[src/rtl/load_store_unit.sv]
// load_store_unit: CPU-side initiator for the MemoryController request/ready interface.
// Defining LSU_TIMEOUT_EN adds a BUSY-cycle watchdog that aborts a stuck access.
module load_store_unit #(
   parameter int unsigned DATA_WIDTH = 32,
   parameter int unsigned ADDR_WIDTH = 17
`ifdef LSU_TIMEOUT_EN
   ,
   parameter int unsigned TIMEOUT_CYCLES = 64
`endif
) (
   input  logic                  clk,
   input  logic                  reset,
   input  logic                  req_valid,
   input  logic                  req_write,
   input  logic [2:0]            req_funct3,
   input  logic [ADDR_WIDTH-1:0] req_addr,
   input  logic [DATA_WIDTH-1:0] req_wdata,
   output logic                  stall,
   output logic [DATA_WIDTH-1:0] rdata,
   output logic                  resp_valid,
   output logic                  fault,
   output logic [1:0]            fault_cause,
   output logic                  MemWrite,
   output logic [2:0]            SizeCtr,
   output logic [ADDR_WIDTH-1:0] addr,
   output logic [DATA_WIDTH-1:0] WriteData,
   input  logic [DATA_WIDTH-1:0] ReadData,
   input  logic                  MemReady
);

   localparam logic [2:0] F3_B      = 3'b000;
   localparam logic [2:0] F3_H      = 3'b001;
   localparam logic [2:0] F3_W      = 3'b010;
   localparam logic [2:0] F3_BU     = 3'b100;
   localparam logic [2:0] F3_HU     = 3'b101;
   localparam logic [2:0] SIZE_NONE = 3'b111;

   localparam logic [1:0] CAUSE_NONE     = 2'b00;
   localparam logic [1:0] CAUSE_MISALIGN = 2'b01;
   localparam logic [1:0] CAUSE_ILLEGAL  = 2'b10;

   typedef enum logic [1:0] {
      S_IDLE = 2'd0,
      S_BUSY = 2'd1,
      S_RESP = 2'd2
   } state_t;

   state_t                r_state;
   state_t                w_state_nxt;
   logic                  r_mem_write,  w_mem_write_nxt;
   logic [2:0]            r_size,       w_size_nxt;
   logic [ADDR_WIDTH-1:0] r_addr,       w_addr_nxt;
   logic [DATA_WIDTH-1:0] r_wdata,      w_wdata_nxt;
   logic [DATA_WIDTH-1:0] r_rdata,      w_rdata_nxt;
   logic                  r_resp_valid, w_resp_valid_nxt;
   logic                  r_fault,      w_fault_nxt;
   logic [1:0]            r_cause,      w_cause_nxt;
   logic                  w_stall;
   logic                  w_illegal;
   logic                  w_misalign;

`ifdef LSU_TIMEOUT_EN
   localparam logic [1:0] CAUSE_TIMEOUT = 2'b11;
   localparam logic [7:0] CNT_LAST      = 8'(TIMEOUT_CYCLES - 1);

   logic [7:0] r_busy_cnt, w_busy_cnt_nxt;
`endif

   // Stores may only use b/h/w; the unsigned variants are load-only.
   always_comb begin
      w_illegal = 1'b1;
      case (req_funct3)
         F3_B, F3_H, F3_W: w_illegal = 1'b0;
         F3_BU, F3_HU:     w_illegal = req_write;
         default:          w_illegal = 1'b1;
      endcase
   end

   always_comb begin
      w_misalign = 1'b0;
      case (req_funct3)
         F3_W:        w_misalign = |req_addr[1:0];
         F3_H, F3_HU: w_misalign = req_addr[0];
         default:     w_misalign = 1'b0;
      endcase
   end

   // Next-state and registered-output values; r_mem_write/r_size double as the latched request.
   always_comb begin
      w_state_nxt      = r_state;
      w_mem_write_nxt  = 1'b0;
      w_size_nxt       = SIZE_NONE;
      w_addr_nxt       = r_addr;
      w_wdata_nxt      = r_wdata;
      w_rdata_nxt      = r_rdata;
      w_resp_valid_nxt = 1'b0;
      w_fault_nxt      = 1'b0;
      w_cause_nxt      = CAUSE_NONE;
      w_stall          = 1'b0;
`ifdef LSU_TIMEOUT_EN
      w_busy_cnt_nxt   = r_busy_cnt;
`endif
      case (r_state)
         S_IDLE: begin
            if (req_valid) begin
               if (w_illegal) begin
                  w_fault_nxt = 1'b1;
                  w_cause_nxt = CAUSE_ILLEGAL;
               end else if (w_misalign) begin
                  w_fault_nxt = 1'b1;
                  w_cause_nxt = CAUSE_MISALIGN;
               end else begin
                  w_state_nxt     = S_BUSY;
                  w_mem_write_nxt = req_write;
                  w_size_nxt      = req_funct3;
                  w_addr_nxt      = req_addr;
                  w_wdata_nxt     = req_wdata;
                  w_stall         = 1'b1;
`ifdef LSU_TIMEOUT_EN
                  w_busy_cnt_nxt  = 8'd0;
`endif
               end
            end
         end
         S_BUSY: begin
            w_stall         = 1'b1;
            w_mem_write_nxt = r_mem_write;
            w_size_nxt      = r_size;
`ifdef LSU_TIMEOUT_EN
            w_busy_cnt_nxt  = r_busy_cnt + 8'd1;
`endif
            if (MemReady) begin
               w_state_nxt      = S_RESP;
               w_mem_write_nxt  = 1'b0;
               w_size_nxt       = SIZE_NONE;
               w_resp_valid_nxt = 1'b1;
               if (!r_mem_write) begin
                  w_rdata_nxt = ReadData;
               end
`ifdef LSU_TIMEOUT_EN
            end else if (r_busy_cnt == CNT_LAST) begin
               w_state_nxt     = S_RESP;
               w_mem_write_nxt = 1'b0;
               w_size_nxt      = SIZE_NONE;
               w_fault_nxt     = 1'b1;
               w_cause_nxt     = CAUSE_TIMEOUT;
               w_rdata_nxt     = '0;
`endif
            end
         end
         S_RESP: begin
            w_state_nxt = S_IDLE;
         end
         default: begin
            w_state_nxt = S_IDLE;
         end
      endcase
   end

   always_ff @(posedge clk or posedge reset) begin
      if (reset) begin
         r_state      <= S_IDLE;
         r_mem_write  <= 1'b0;
         r_size       <= SIZE_NONE;
         r_addr       <= '0;
         r_wdata      <= '0;
         r_rdata      <= '0;
         r_resp_valid <= 1'b0;
         r_fault      <= 1'b0;
         r_cause      <= CAUSE_NONE;
      end else begin
         r_state      <= w_state_nxt;
         r_mem_write  <= w_mem_write_nxt;
         r_size       <= w_size_nxt;
         r_addr       <= w_addr_nxt;
         r_wdata      <= w_wdata_nxt;
         r_rdata      <= w_rdata_nxt;
         r_resp_valid <= w_resp_valid_nxt;
         r_fault      <= w_fault_nxt;
         r_cause      <= w_cause_nxt;
      end
   end

`ifdef LSU_TIMEOUT_EN
   always_ff @(posedge clk or posedge reset) begin
      if (reset) begin
         r_busy_cnt <= 8'd0;
      end else begin
         r_busy_cnt <= w_busy_cnt_nxt;
      end
   end
`endif

   // Stall is combinational so the MEM stage freezes in the accepting cycle itself.
   assign stall       = w_stall & ~reset;
   assign rdata       = r_rdata;
   assign resp_valid  = r_resp_valid;
   assign fault       = r_fault;
   assign fault_cause = r_cause;
   assign MemWrite    = r_mem_write;
   assign SizeCtr     = r_size;
   assign addr        = r_addr;
   assign WriteData   = r_wdata;

endmodule

[config.mk]
export PLATFORM = sky130hd
export DESIGN_NAME = load_store_unit
export DESIGN_NICKNAME = d
export VERILOG_FILES = /design/src/rtl/load_store_unit.sv
export SDC_FILE = /design/constraint.sdc
export NUM_CORES = 1
export LEC_CHECK = 0
export ABC_AREA = 1
export ABC_CLOCK_PERIOD_IN_PS = 3600
export BUFFER_PORTS_ARGS = -buffer_cell sky130_fd_sc_hd__buf_4
export CAP_MARGIN = 20
export CORE_MARGIN = 1
export CORE_UTILIZATION = 46
export CTS_CLUSTER_SIZE = 14
export DETAILED_ROUTE_END_ITERATION = 10
export PLACE_DENSITY = 0.84
export SKIP_CTS_REPAIR_TIMING = 1
export SLEW_MARGIN = 15
export SYNTH_ARGS = -nofsm -noshare
export SYNTH_HDL_FRONTEND = slang
export SYNTH_SLANG_ARGS = --single-unit
[constraint.sdc]
create_clock -name clk -period 3.6 [get_ports clk]
set_clock_uncertainty 0.05 [all_clocks]
set_input_delay 0.18 -clock clk [delete_from_list [all_inputs] [get_ports clk]]
set_output_delay 0.18 -clock clk [all_outputs]
set_load 0.02 [all_outputs]
Word level (Yosys, flattened, before mapping)
Cells that the tools add are included.
- bitwise logic cells: 5
- multiplexer cells: 31
- reductions and logical operators: 9
- equal/unequal tests: 9
- operators by type and width (operator ; number):
    1-bit two-way mux ; 14
    2-bit two-way mux ; 7
    3-bit two-way mux ; 4
    2-bit != test (second input constant) ; 4
    1-bit case mux with 2 select lines ; 4
    4-bit AND reduction ; 2
    3-bit == test (second input constant) ; 2
    3-bit case mux with 2 select lines ; 1
    2-bit OR reduction ; 3
    1-bit NOT ; 4
    2-bit case mux with 2 select lines ; 1
    3-bit by 1-bit == test with 1-bit output (second input constant) ; 1
    3-bit by 2-bit == test with 1-bit output (second input constant) ; 1
    3-bit zero test ; 1
    3-bit AND reduction ; 1
    3-bit OR reduction ; 1
    2-bit by 1-bit == test with 1-bit output (second input constant) ; 1
    2-bit zero test ; 1
    1-bit bitwise AND ; 1
- output and inout bits: 90
- register bits: 91
- logic and storage cells: 63

Longest topological paths before layout
- word-level depth: 8
- mapped depth: 8
- depth with buffers taken out: 8

Worst setup path after synthesis
No wires, ideal clock.
- kind: register -> output
- start: register r_state[1]
- end: output port stall
- arrival: 1.267 ns
- buffers on the path: 1
- data required time: 3.370 ns
- stages on the path, launching flop included: 7
- path slack: 2.103 ns
- cell sequence: dfrtp_1 -> nor2_1 -> nand2_1 -> nor2_4 -> nand2_2 -> buf_6 -> a21oi_2
- longest elaborated chain between the ends: 3
- elaborated cells on any way between the ends: 4
- classes of those cells: 1 x eq/ne; 1 x mux; 1 x bitwise; 1 x reduce/logical
- RTL lines (what ; line ; source):
    start: declaration ; 48 ; state_t r_state;
    start signal: assignment ; 172 ; r_state <= w_state_nxt;
    2-bit by 1-bit == test with 1-bit output or 2-bit zero test (tied branches) ; 103 ; case (r_state)
    1-bit case mux with 2 select lines (*) ; 103 ;
    1-bit bitwise AND (*) ; 195 ; assign stall = w_stall & ~reset;
    end: declaration ; 18 ; output logic stall,
Every way passes the cells marked *; elsewhere a longest branch is shown, timed or not.

Final worst setup path
Ends and elaborated chain as after synthesis.

==> impl_metrics.tcl <==
set metrics [dict create \
    status "finished clean" \
    drv_slew 0 \
    detailed_place_hpwl_mm 6.66 \
    worst_ep_required_time_ns 3.37 \
    postSynthAreaPerCell_um2 8.94 \
    drtIter0Drc 135 \
    top_level_ports 179 \
    synth_cells 410 \
    cts_tree "built" \
    hold_class "in2reg" \
    cp_num_buf_inv 1 \
    clock_sinks 91 \
    arrival_ns 2.19 \
    insertion_delay_ns 0.34 \
    die_area_um2 8320 \
    cts_buffers 9 \
    grt_pass1_vias 3225 \
    core-area_um2 7730 \
    critPathMaxStageDelay_ns 0.55 \
    grt_first_pass_wirelength_mm 15.4 \
    dr_total_vias 3416 \
    dr.pass1.iters 5 \
    yosysWarningCount 0 \
    ir_worst_vdd_uv 316 \
    cp_max_fo 52 \
    p_per_area_nw_per_um2 723 \
    max_slew_margin_pct 35.0 \
    setup_tns_ns 0 \
    drc_errors 0 \
    grt_max_degree 55 \
    end_kind "output pin" \
    fin_ws_ns 1.18 \
    seq_area_frac_synth_pct 62.3 \
    cts-root-buf "clkbuf_8" \
    rows 32 \
    start_util_pct 47.4 \
    crit_chain "nor2_1 -> nand2_1 -> nor2_4 -> nand2_2 -> a21oi_2 -> buf_4" \
    htreeDepth 3 \
    setup_violations 0 \
    grt_overflow 0 \
    areaGrowthSynthToFinish_pct 45.2 \
    grt_usage_pct 23.6 \
    placed_area_um2 5050 \
    synthesis.area_um2 3660 \
    io_buffers 178 \
    place_ws_ns 1.32 \
    drive_gt1_share_pct 36.3 \
    final_core_util_pct 68.8 \
    clock_path_buffers 2 \
    min_period_ns 2.42 \
    ant_nets 0 \
    tightest_slew_ns 0.973 \
    nNetsFinal 671 \
    drv_cap 0 \
    clk_pin_slew_worst_paths_ns 0.10 \
    antennaDiodeCount 0 \
    fin_total_pwr_mw 3.85 \
    syn_nets 499 \
    fmax_mhz 413 \
    gp_congestion 0.870 \
    synth_cell_types 22 \
    slowest_stage "nand2_2" \
    synth_seq_cells 91 \
    drt-total-wl_mm 9.64 \
    die_width_um 91.2 \
    antenna_found_initial 0 \
    critical_path.startpoint_type "flop" \
    vias_per_cell 4.96 \
    p_leak_nw 3.01 \
    rsz0062_at_grt "no" \
    final_area_um2 5320 \
    path_delay_family "simple AND/OR/NAND/NOR gates" \
    wl_per_cell_um 14.0 \
    die_h_um 91.2 \
    hold_violations 0 \
    critPathKind "reg2out" \
    min_period_over_period_pct 67.2 \
]
-- layer usage --
metal / routed length [µm] / vias to the layer above / track usage [%]
met2: 4690 / 156 / 39.6
met5: 0 / - / 0
met1: 4060 / 1612 / 30.6
met3: 765 / 11 / 5.19
li1: - / 1637 / -
met4: 117 / 0 / 7.41
-- final timing paths --
check	start	end	slack, ns	depth (start not counted)
max	r_state[1]	stall	1.18	6
max reg2reg	r_state[1]	rdata[19]	1.28	4
min reg2reg	addr[5]	addr[5]	0.43	2
min	req_wdata[11]	WriteData[11]	0.006	3
max in group asynchronous	reset	rdata[0]	2.30	4
min in group asynchronous	reset	rdata[17]	0.36	3
-- worst min-delay path: stages --
cell,delay [ns]
buf_4,0.08
nand3_1,0.06
nand2_1,0.06
-- power by group --
part	switching, mW	internal [mW]
combinational	0.841	0.608
sequential	0.197	1.35
clock	0.363	0.488
total	1.40	2.45
-- per-stage QoR --
stage                     hold WS [ns]  instances
after floorplan                  0.275        410
after global placement           0.173        671
after detailed placement         0.176        671
after CTS                       -0.207        687
after global routing          0.000921        689
final                          0.00624        689
-- synth_stat cells --
library cell,instances,share of area (%)
a21oi_1,1,0.14
a21oi_2,1,0.24
buf_1,4,0.41
buf_2,6,0.82
buf_4,4,0.82
buf_6,1,0.31
clkbuf_1,9,0.92
dfrtp_1,88,60
dfstp_2,3,2.2
inv_1,15,1.5
nand2_1,177,18
nand2_2,1,0.17
nand3_1,85,12
nand3_2,1,0.27
nor2_1,4,0.41
nor2_2,1,0.17
nor2_4,2,0.61
nor3_1,1,0.14
o21ai_0,1,0.14
o21ai_1,1,0.14
o21ai_2,1,0.24
or2_2,3,0.51
-- registers in the layout (all words and copies together) (netlist names) --
signal	cells
fault	1
r_state	2
WriteData	32
rdata	32
SizeCtr	3
addr	17
fault_cause	2
resp_valid	1
MemWrite	1
-- layout make-up --
type	instances	area (µm²)
Sequential cell	91	2280
Timing Repair Buffer	185	1390
Clock buffer	10	138
Tap cell	102	128
Inverter	15	57.6
Fill cell	634	2410
Multi-Input combinational cell	280	1210
Clock inverter	6	116
-- cells by family (layout without fill, tap and decap cells) --
family          count (synthesis)  after routing  synth area share [%]
buf+inv                        39            216                  4.82
flops                          91             91                  62.3
simple gates                  275            275                  32.0
compound gates                  5              5                 0.888
-- layout by cell type, fill, tap and decap left out --
master         instances
buf_4                183
nand2_1              177
dfrtp_1               88
nand3_1               85
inv_1                 14
clkbuf_8              10
nor2_1                 4
dfstp_2                3
or2_2                  3
bufinv_16              3
inv_6                  3
nor2_4                 2
dlygate4sd3_1          2
o21ai_1                1
o21ai_2                1
nand3_2                1
nand2_2                1
nor2_2                 1
nor3_1                 1
a21oi_2                1
a21oi_1                1
clkinv_2               1
o21ai_0                1
(Power assumes the default switching activity.)
